===== src/rtl/bcd_display_pkg.sv =====
// bcd_display_pkg: shared segment patterns, BCD limit and digit decoder
package bcd_display_pkg;
  localparam logic [6:0] SEG_0 = 7'b1000000;
  localparam logic [6:0] SEG_1 = 7'b1111001;
  localparam logic [6:0] SEG_2 = 7'b0100100;
  localparam logic [6:0] SEG_3 = 7'b0110000;
  localparam logic [6:0] SEG_4 = 7'b0011001;
  localparam logic [6:0] SEG_5 = 7'b0010010;
  localparam logic [6:0] SEG_6 = 7'b0000010;
  localparam logic [6:0] SEG_7 = 7'b1111000;
  localparam logic [6:0] SEG_8 = 7'b0000000;
  localparam logic [6:0] SEG_9 = 7'b0010000;
  localparam logic [6:0] SEG_BLANK = 7'b1111111;
  localparam logic [3:0] BCD_MAX = 4'd9;
  function automatic logic [6:0] seg_of(input logic [3:0] d);
    case (d)
      4'd0: return SEG_0;
      4'd1: return SEG_1;
      4'd2: return SEG_2;
      4'd3: return SEG_3;
      4'd4: return SEG_4;
      4'd5: return SEG_5;
      4'd6: return SEG_6;
      4'd7: return SEG_7;
      4'd8: return SEG_8;
      4'd9: return SEG_9;
      default: return SEG_BLANK;
    endcase
  endfunction
endpackage


===== src/rtl/bcd_digit.sv =====
// bcd_digit: one BCD decade with clamped load, up/down step and limit flags for the ripple chain
module bcd_digit
  import bcd_display_pkg::*;
(
  input  logic       clk,
  input  logic       rst,
  input  logic       step,
  input  logic       up,
  input  logic       load,
  input  logic [3:0] load_val,
  output logic [3:0] q,
  output logic       carry,
  output logic       borrow
);
  logic [3:0] r_q;
  always_ff @(posedge clk) begin
    if (!rst) r_q <= '0;
    else if (load) r_q <= (load_val > BCD_MAX) ? BCD_MAX : load_val;
    else if (step) r_q <= up ? ((r_q == BCD_MAX) ? 4'd0 : r_q + 4'd1)
                             : ((r_q == 4'd0) ? BCD_MAX : r_q - 4'd1);
  end
  assign q      = r_q;
  assign carry  = up && (r_q == BCD_MAX);
  assign borrow = !up && (r_q == 4'd0);
endmodule


===== src/rtl/bcd_count_display.sv =====
// bcd_count_display: divided up/down BCD counter with 7-seg decode; BCD_COUNT_DISPLAY_LEADING_BLANK_EN blanks leading zeros
module bcd_count_display
  import bcd_display_pkg::*;
#(
  parameter int DIGITS   = 5,
  parameter int TICK_DIV = 25000000,
  parameter int WRAP     = 1
) (
  input  logic                  clk,
  input  logic                  rst,
  input  logic                  ena,
  input  logic                  dir,
  input  logic                  load,
  input  logic [4*DIGITS-1:0]   load_val,
  output logic [4*DIGITS-1:0]   bcd,
  output logic [7*DIGITS-1:0]   segs,
  output logic                  tc
);
  localparam int DW = $clog2(TICK_DIV);
  localparam logic [DW-1:0] DIV_LAST = DW'(TICK_DIV - 1);
  logic [DW-1:0]     r_div;
  logic              w_tick;
  logic              w_step0;
  logic [DIGITS-1:0] w_carry;
  logic [DIGITS-1:0] w_borrow;
  logic [DIGITS-1:0] w_term;
  logic [DIGITS-1:0] w_step;
  assign w_tick = ena && (r_div == DIV_LAST);
  always_ff @(posedge clk) begin
    if (!rst) r_div <= '0;
    else if (load) r_div <= '0;
    else if (ena) r_div <= w_tick ? '0 : r_div + DW'(1);
  end
  assign w_term  = w_carry | w_borrow;
  assign tc      = &w_term;
  assign w_step0 = w_tick && !load && ((WRAP != 0) || !tc);
  genvar g;
  generate
    for (g = 0; g < DIGITS; g++) begin : g_dig
      if (g == 0) begin : g_lsd
        assign w_step[0] = w_step0;
      end else begin : g_hi
        assign w_step[g] = w_step0 && (&w_term[g-1:0]);
      end
      bcd_digit u_digit (
        .clk      (clk),
        .rst      (rst),
        .step     (w_step[g]),
        .up       (dir),
        .load     (load),
        .load_val (load_val[4*g +: 4]),
        .q        (bcd[4*g +: 4]),
        .carry    (w_carry[g]),
        .borrow   (w_borrow[g])
      );
`ifdef BCD_COUNT_DISPLAY_LEADING_BLANK_EN
      if (g == 0) begin : g_seg0
        assign segs[6:0] = seg_of(bcd[3:0]);
      end else begin : g_segn
        assign segs[7*g +: 7] = (bcd[4*DIGITS-1:4*g] == '0) ? SEG_BLANK : seg_of(bcd[4*g +: 4]);
      end
`else
      assign segs[7*g +: 7] = seg_of(bcd[4*g +: 4]);
`endif
    end
  endgenerate
endmodule


===== config.mk =====
export PLATFORM = sky130hd
export DESIGN_NAME = bcd_count_display
export DESIGN_NICKNAME = d
export VERILOG_FILES = /design/src/rtl/bcd_display_pkg.sv /design/src/rtl/bcd_digit.sv /design/src/rtl/bcd_count_display.sv
export SDC_FILE = /design/constraint.sdc
export NUM_CORES = 1
export LEC_CHECK = 0
export CORE_UTILIZATION = 40
export DETAILED_ROUTE_END_ITERATION = 10
export PLACE_DENSITY_LB_ADDON = 0.12
export SYNTH_ARGS = -nofsm -noshare
export SYNTH_HDL_FRONTEND = slang
export SYNTH_SLANG_ARGS = --single-unit
export TNS_END_PERCENT = 30

===== constraint.sdc =====
create_clock -name clk -period 8.2 [get_ports clk]
set_input_delay 1.64 -clock clk [delete_from_list [all_inputs] [get_ports clk]]
set_output_delay 1.64 -clock clk [all_outputs]
set_load 0.02 [all_outputs]

==> reports/results.tsv, run 1 <==
metric	value	unit
crit end category	output pin	
sw frac	29.1	%
Yosys top cell by area	dfxtp_1	
Syn. warnings	0	
largest net degree at the start of global routing	36	
kind of critical path	in2out	
Iteration-0 DRC Markers	219	
Mapped Cells	590	
iteration count of the initial detailed-routing pass	4	
Final Hold Vio Count	0	
Remaining Overflow, GRT	0	
clock tree buffer depth	2	
top post-synthesis cells by count	dfxtp_1, nor2_1, inv_1	
gp weighted congestion	0.787	
#FFs+latches synth	80	
I/O pins	81	
crit path to	tc	
total core area	12100	sq um
final std cells w/o fill	819	
Critical path origin	dir	
CTS tree	yes	
Lkg Pwr	0.00236	uW
Post-synth top flop	dfxtp_1	
share of layout cells above drive strength 1	7.37	%
Max Slew Vio Count	0	
R2R cell count	10	
Mapped Nets	641	
minimum clock period	6600	ps
final period utilization	80.5	%
post-detail-place hpwl	8.41	mm
# Max-Cap Violations	0	
setup bufs post-CTS	0	
vias	4354	
setup TNS	0	ps
unrepaired setup endpoints after global routing	false	
Crit Reg-Reg Endpoint	segs[26]$_DFF_P_	
Post-DRT Antenna Nets	0	
DR WL/cell	14.1	um
clock sinks	80	
CP max FO	31	
top-area cell type share of the netlist area	32.2	%
worst r2r src	r_div[0]$_SDFFE_PP0P_	
Clock Power Share	35.2	%
top cells by area, synth	dfxtp_1, ha_1, mux2i_1	
Post-synth EDFFs	0	
die area	12900	sq um
total internal power	745	uW
Mean Syn Cell Area	8.42	sq um
vias per inst	5.32	
Hold Buf Count CTS	0	
Die Wd	113	um
fin nets	697	
clk_lat worst skew	340	ps
Num CTS Buffers	9	
library cells used by synthesis	76	
number of remaining DRC errors	0	
Worst EP required	6560	ps
Buffers on Ports	80	
fillers	1196	
P_sw	307	uW
CTS root buf	clkbuf_16	
fmax	152	MHz
status	finished, final reports clean	
DP Cell Count	803	
reg2reg setup slack	4440	ps
Async SR Flop Fraction	0	%
Mapped Area	4970	sq um
Syn-to-layout area delta	23.0	%
Seq/Total Area, Yosys	32.2	%
Worst setup SP type	input pin	
vias in the first global route	4000	
clock transition at the registers of the reported paths	60	ps
H-tree levels	3	
maximum vdd drop	0.0000899	V
setup violators final	0	
first-pass GRT wire length	19.3	mm
post-route cell area	6110	sq um
Rows	40	
Slew headroom	21.0	%
Sequential Power Share	42.1	%
aggregate global-route resource usage	18.7	%
worst path arrival time	4960	ps
worst hold path type	reg2reg	
antenna cells	0	
worst-margin pin slew	1170	ps
most frequent cell after synthesis	dfxtp_1	
P per Cell Area	172	nW/um^2
Initial Utilization	41.2	%
drt total wl	11.5	mm
Final Skew	7.69	ps
dpl cell area	5840	sq um
Die H	113	um
# resized after CTS	0	
initial antenna violation count	0	
Comb power frac	22.7	%
[cell families after synthesis]
| family | Yosys count | synth area share [%] |
|---|---|---|
| adders and majority gates | 26 | 6.55 |
| AOI/OAI and AO/OA | 133 | 19.4 |
| muxes | 26 | 5.61 |
| buffers and inverters | 82 | 6.72 |
| DFF | 80 | 32.2 |
| xor gates and xnor gates | 34 | 5.99 |
| and+or+nand+nor | 209 | 23.5 |
[flip-flops by register name (all words and copies together) (netlist names)]
name / flops
segs: 35
g_dig.u_digit.q: 20
r_div: 25
[worst min path at each step]
stage                               start                     to  slack (ps)  depth (start not counted)
global placement    r_div[1]$_SDFFE_PP0P_  r_div[1]$_SDFFE_PP0P_         480                          2
finish              r_div[1]$_SDFFE_PP0P_  r_div[1]$_SDFFE_PP0P_         500                          2
global route        r_div[1]$_SDFFE_PP0P_  r_div[1]$_SDFFE_PP0P_         530                          2
CTS                 r_div[1]$_SDFFE_PP0P_  r_div[1]$_SDFFE_PP0P_         510                          2
detailed placement  r_div[1]$_SDFFE_PP0P_  r_div[1]$_SDFFE_PP0P_         500                          2
floorplan           r_div[1]$_SDFFE_PP0P_  r_div[1]$_SDFFE_PP0P_         460                          2
[per-stage QoR]
stage / util [%] / total power (uW) / hold slack (ps) / setup WS (ps)
after CTS: 50.7 / 1070 / 511 / 1640
after global routing: 50.7 / 1110 / 532 / 1450
after detailed placement: 48.4 / 690 / 499 / 1610
after global placement: 48.4 / 687 / 476 / 1690
final: 50.7 / 1050 / 503 / 1600
after floorplan: - / 598 / 462 / 2800
[final cells by class]
class | count | area [sq um] | share of cell area, %
inverter | 44 | 168 | 2.74
clock buffer | 11 | 243 | 3.97
timing repair buffer | 83 | 823 | 13.5
clock inverter | 5 | 32.5 | 0.532
tap | 168 | 210 | 3.44
multi-input combinational | 428 | 3030 | 49.6
sequential | 80 | 1600 | 26.2
[worst max-delay path, stage by stage]
cell             delay (ps)
clkdlybuf4s50_1         880
or3_4                   580
a211oi_4                390
nand4_1                 230
a2111oi_0               510
clkdlybuf4s50_1         710
[cells in the final DEF, fill, tap and decap left out, types with 8 or more instances in the layout]
cell	n
xor2_1	17
clkdlybuf4s50_1	80
nand2b_1	13
xnor2_1	17
nand3_1	20
or3_1	8
a21oi_1	24
nand4_1	17
nand2_1	36
ha_1	26
clkbuf_16	9
o21ai_0	32
nor3_1	11
dfxtp_1	80
nor2_1	45
inv_1	43
mux2i_1	17
[power groups by stage]
stage / Clock (uW) / Sequential [uW] / Combinational, uW
after global routing: 401 / 447 / 260
after global placement: 0 / 450 / 236
after detailed placement: 0 / 451 / 239
after CTS: 383 / 443 / 240
after floorplan: 0 / 475 / 124
final: 371 / 443 / 238
[routing by layer]
metal	routed length (um)	share of wire, %	global-route usage (%)	up-vias
met3	448	3.9	3.45	17
met2	5520	48	31.1	94
met4	235	2.0	8.60	0
li1	-	-	-	2218
met5	0	0	0	-
met1	5310	46	23.5	2025
Note: power is estimated with default switching activity, not from simulation.
==> run 2: changes to the inputs <==
==> constraint.sdc (replaced) <==
create_clock -name clk -period 6.3 [get_ports clk]
set_input_delay 1.26 -clock clk [delete_from_list [all_inputs] [get_ports clk]]
set_output_delay 1.26 -clock clk [all_outputs]
set_load 0.02 [all_outputs]
==> reports/results.tsv, run 2 (same netlist as run 1, synthesis figures left out) <==
metric	value	unit	change
number of flip-flops in the largest register	35		unchanged
setup violators final	0		unchanged
I/O pins	81		unchanged
Hold Buf Count CTS	0		unchanged
kind of critical path	in2out		
# resized after CTS	0		unchanged
worst-margin pin slew	1170	ps	-4.03 ps
most frequent cells in the layout	dfxtp_1, clkdlybuf4s50_1, nor2_1, inv_1, nand2_1		
H-tree levels	3		unchanged
post-detail-place hpwl	8.50	mm	+1.1%
die area	12900	sq um	unchanged
dpl cell area	5840	sq um	+0.13%
Tot Pwr	1410	uW	+34%
area occupied by multi-input gates	3030	sq um	unchanged
Initial Utilization	41.2	%	unchanged
maximum vdd drop	0.000130	V	+45%
clk_lat worst skew	340	ps	about the same
clock transition at the registers of the reported paths	60	ps	about the same
Buffers on Ports	80		unchanged
crit end category	output pin		
Iteration-0 DRC Markers	154		-30%
Die Wd	113	um	unchanged
final period utilization	89.6	%	
number of remaining DRC errors	0		unchanged
aggregate global-route resource usage	18.9	%	+0.21 points
Worst setup SP type	input pin		
unrepaired setup endpoints after global routing	false		
fillers	1169		-2.3%
clock tree buffer depth	2		unchanged
Syn-to-layout area delta	23.6	%	
post-route cell area	6140	sq um	+0.53%
Final Skew	5.61	ps	-2.08 ps
Die H	113	um	unchanged
CTS root buf	clkbuf_16		
Num CTS Buffers	9		unchanged
first-pass GRT wire length	19.6	mm	+1.4%
DR WL/cell	14.1	um	+0.36%
fin nets	698		+0.14%
setup bufs post-CTS	0		unchanged
drt total wl	11.6	mm	+0.48%
largest net degree at the start of global routing	36		unchanged
Final Hold Vio Count	0		unchanged
Remaining Overflow, GRT	0		unchanged
CTS tree	yes		
iteration count of the initial detailed-routing pass	4		unchanged
worst hold path type	reg2reg		
Slew headroom	21.3	%	+0.27 points
vias	4352		-0.046%
antenna cells	0		unchanged
Max Slew Vio Count	0		unchanged
total core area	12100	sq um	unchanged
worst path arrival time	4380	ps	-580 ps
status	finished, final reports clean		
share of layout cells above drive strength 1	7.36	%	-0.011 points
Worst EP required	5040	ps	-1520 ps
minimum clock period	5640	ps	
P per Cell Area	230	nW/um^2	+33%
initial antenna violation count	0		unchanged
fmax	177	MHz	
CP max FO	24		-23%
setup TNS	0	ps	unchanged
Rows	40		unchanged
# Max-Cap Violations	0		unchanged
gp weighted congestion	0.800		+1.7%
vias per inst	5.31		-0.17%
Register Area	1600	sq um	unchanged
clock sinks	80		unchanged
Post-DRT Antenna Nets	0		unchanged
Lkg Pwr	0.00239	uW	+1.1%
vias in the first global route	4070		+1.8%
run 2: cell types whose count changed in the layout (fill, tap and decap cells not counted):
cell,before,now
buf_4,3,4
bufinv_16,0,1
clkbuf_1,1,2
clkbuf_8,1,2
clkinvlp_4,3,0
run 2: worst paths after layout:
| path | startpoint | to | slack (ps) | cells after the start |
|---|---|---|---|---|
| worst min register to register | r_div[1]$_SDFFE_PP0P_ | r_div[1]$_SDFFE_PP0P_ | 500 | 2 |
| worst max register to register | r_div[0]$_SDFFE_PP0P_ | segs[8]$_DFF_P_ | 2530 | 10 |
| worst min-delay path | r_div[1]$_SDFFE_PP0P_ | r_div[1]$_SDFFE_PP0P_ | 500 | 2 |
| worst max-delay path | dir | tc | 660 | 6 |
run 2: critical path: stages:
cell	delay (ps)
clkdlybuf4s50_1	780
or3_4	530
a211oi_4	380
nand4_1	230
a2111oi_0	500
clkdlybuf4s50_1	710
run 2: routing by layer:
metal / global-route usage, % / vias up / wire length (um)
li1: - / 2219 / -
met1: 23.4 / 2030 / 5320
met4: 7.98 / 0 / 261
met2: 31.9 / 82 / 5500
met3: 3.93 / 21 / 485
met5: 0 / - / 0
run 2: per-stage QoR:
step	worst slack [ps]	utilization, %	std cells	hold WS [ps]
detailed placement	619	48.5	804	483
global route	441	50.9	820	555
floorplan	1660	-	590	462
finish	657	50.9	820	498
CTS	613	50.9	820	499
global placement	715	48.5	804	474
run 2: final cells by class:
| type | count | area share (%) |
|---|---|---|
| Multi-Input combinational cell | 428 | 49.4 |
| Sequential cell | 80 | 26.1 |
| Timing Repair Buffer | 84 | 13.5 |
| Clock buffer | 13 | 4.24 |
| Tap cell | 168 | 3.42 |
| Inverter | 44 | 2.73 |
| Clock inverter | 3 | 0.652 |
run 2: where the power goes:
part	switching, uW	leakage, uW	internal, uW
Clock	196	0.000150	327
Sequential	31.7	0.000659	544
Combinational	161	0.00158	150
Total	389	0.00239	1020
==> run 3: changes to the inputs <==
--- a/config.mk
+++ b/config.mk
@@ -6,6 +6,7 @@
 export NUM_CORES = 1
 export LEC_CHECK = 0
 export CORE_UTILIZATION = 40
+export CTS_CLUSTER_DIAMETER = 50
 export DETAILED_ROUTE_END_ITERATION = 10
 export PLACE_DENSITY_LB_ADDON = 0.12
 export SYNTH_ARGS = -nofsm -noshare
==> results of run 3 <==
No change in the layout: final DEF, timing and power equal those of run 2.
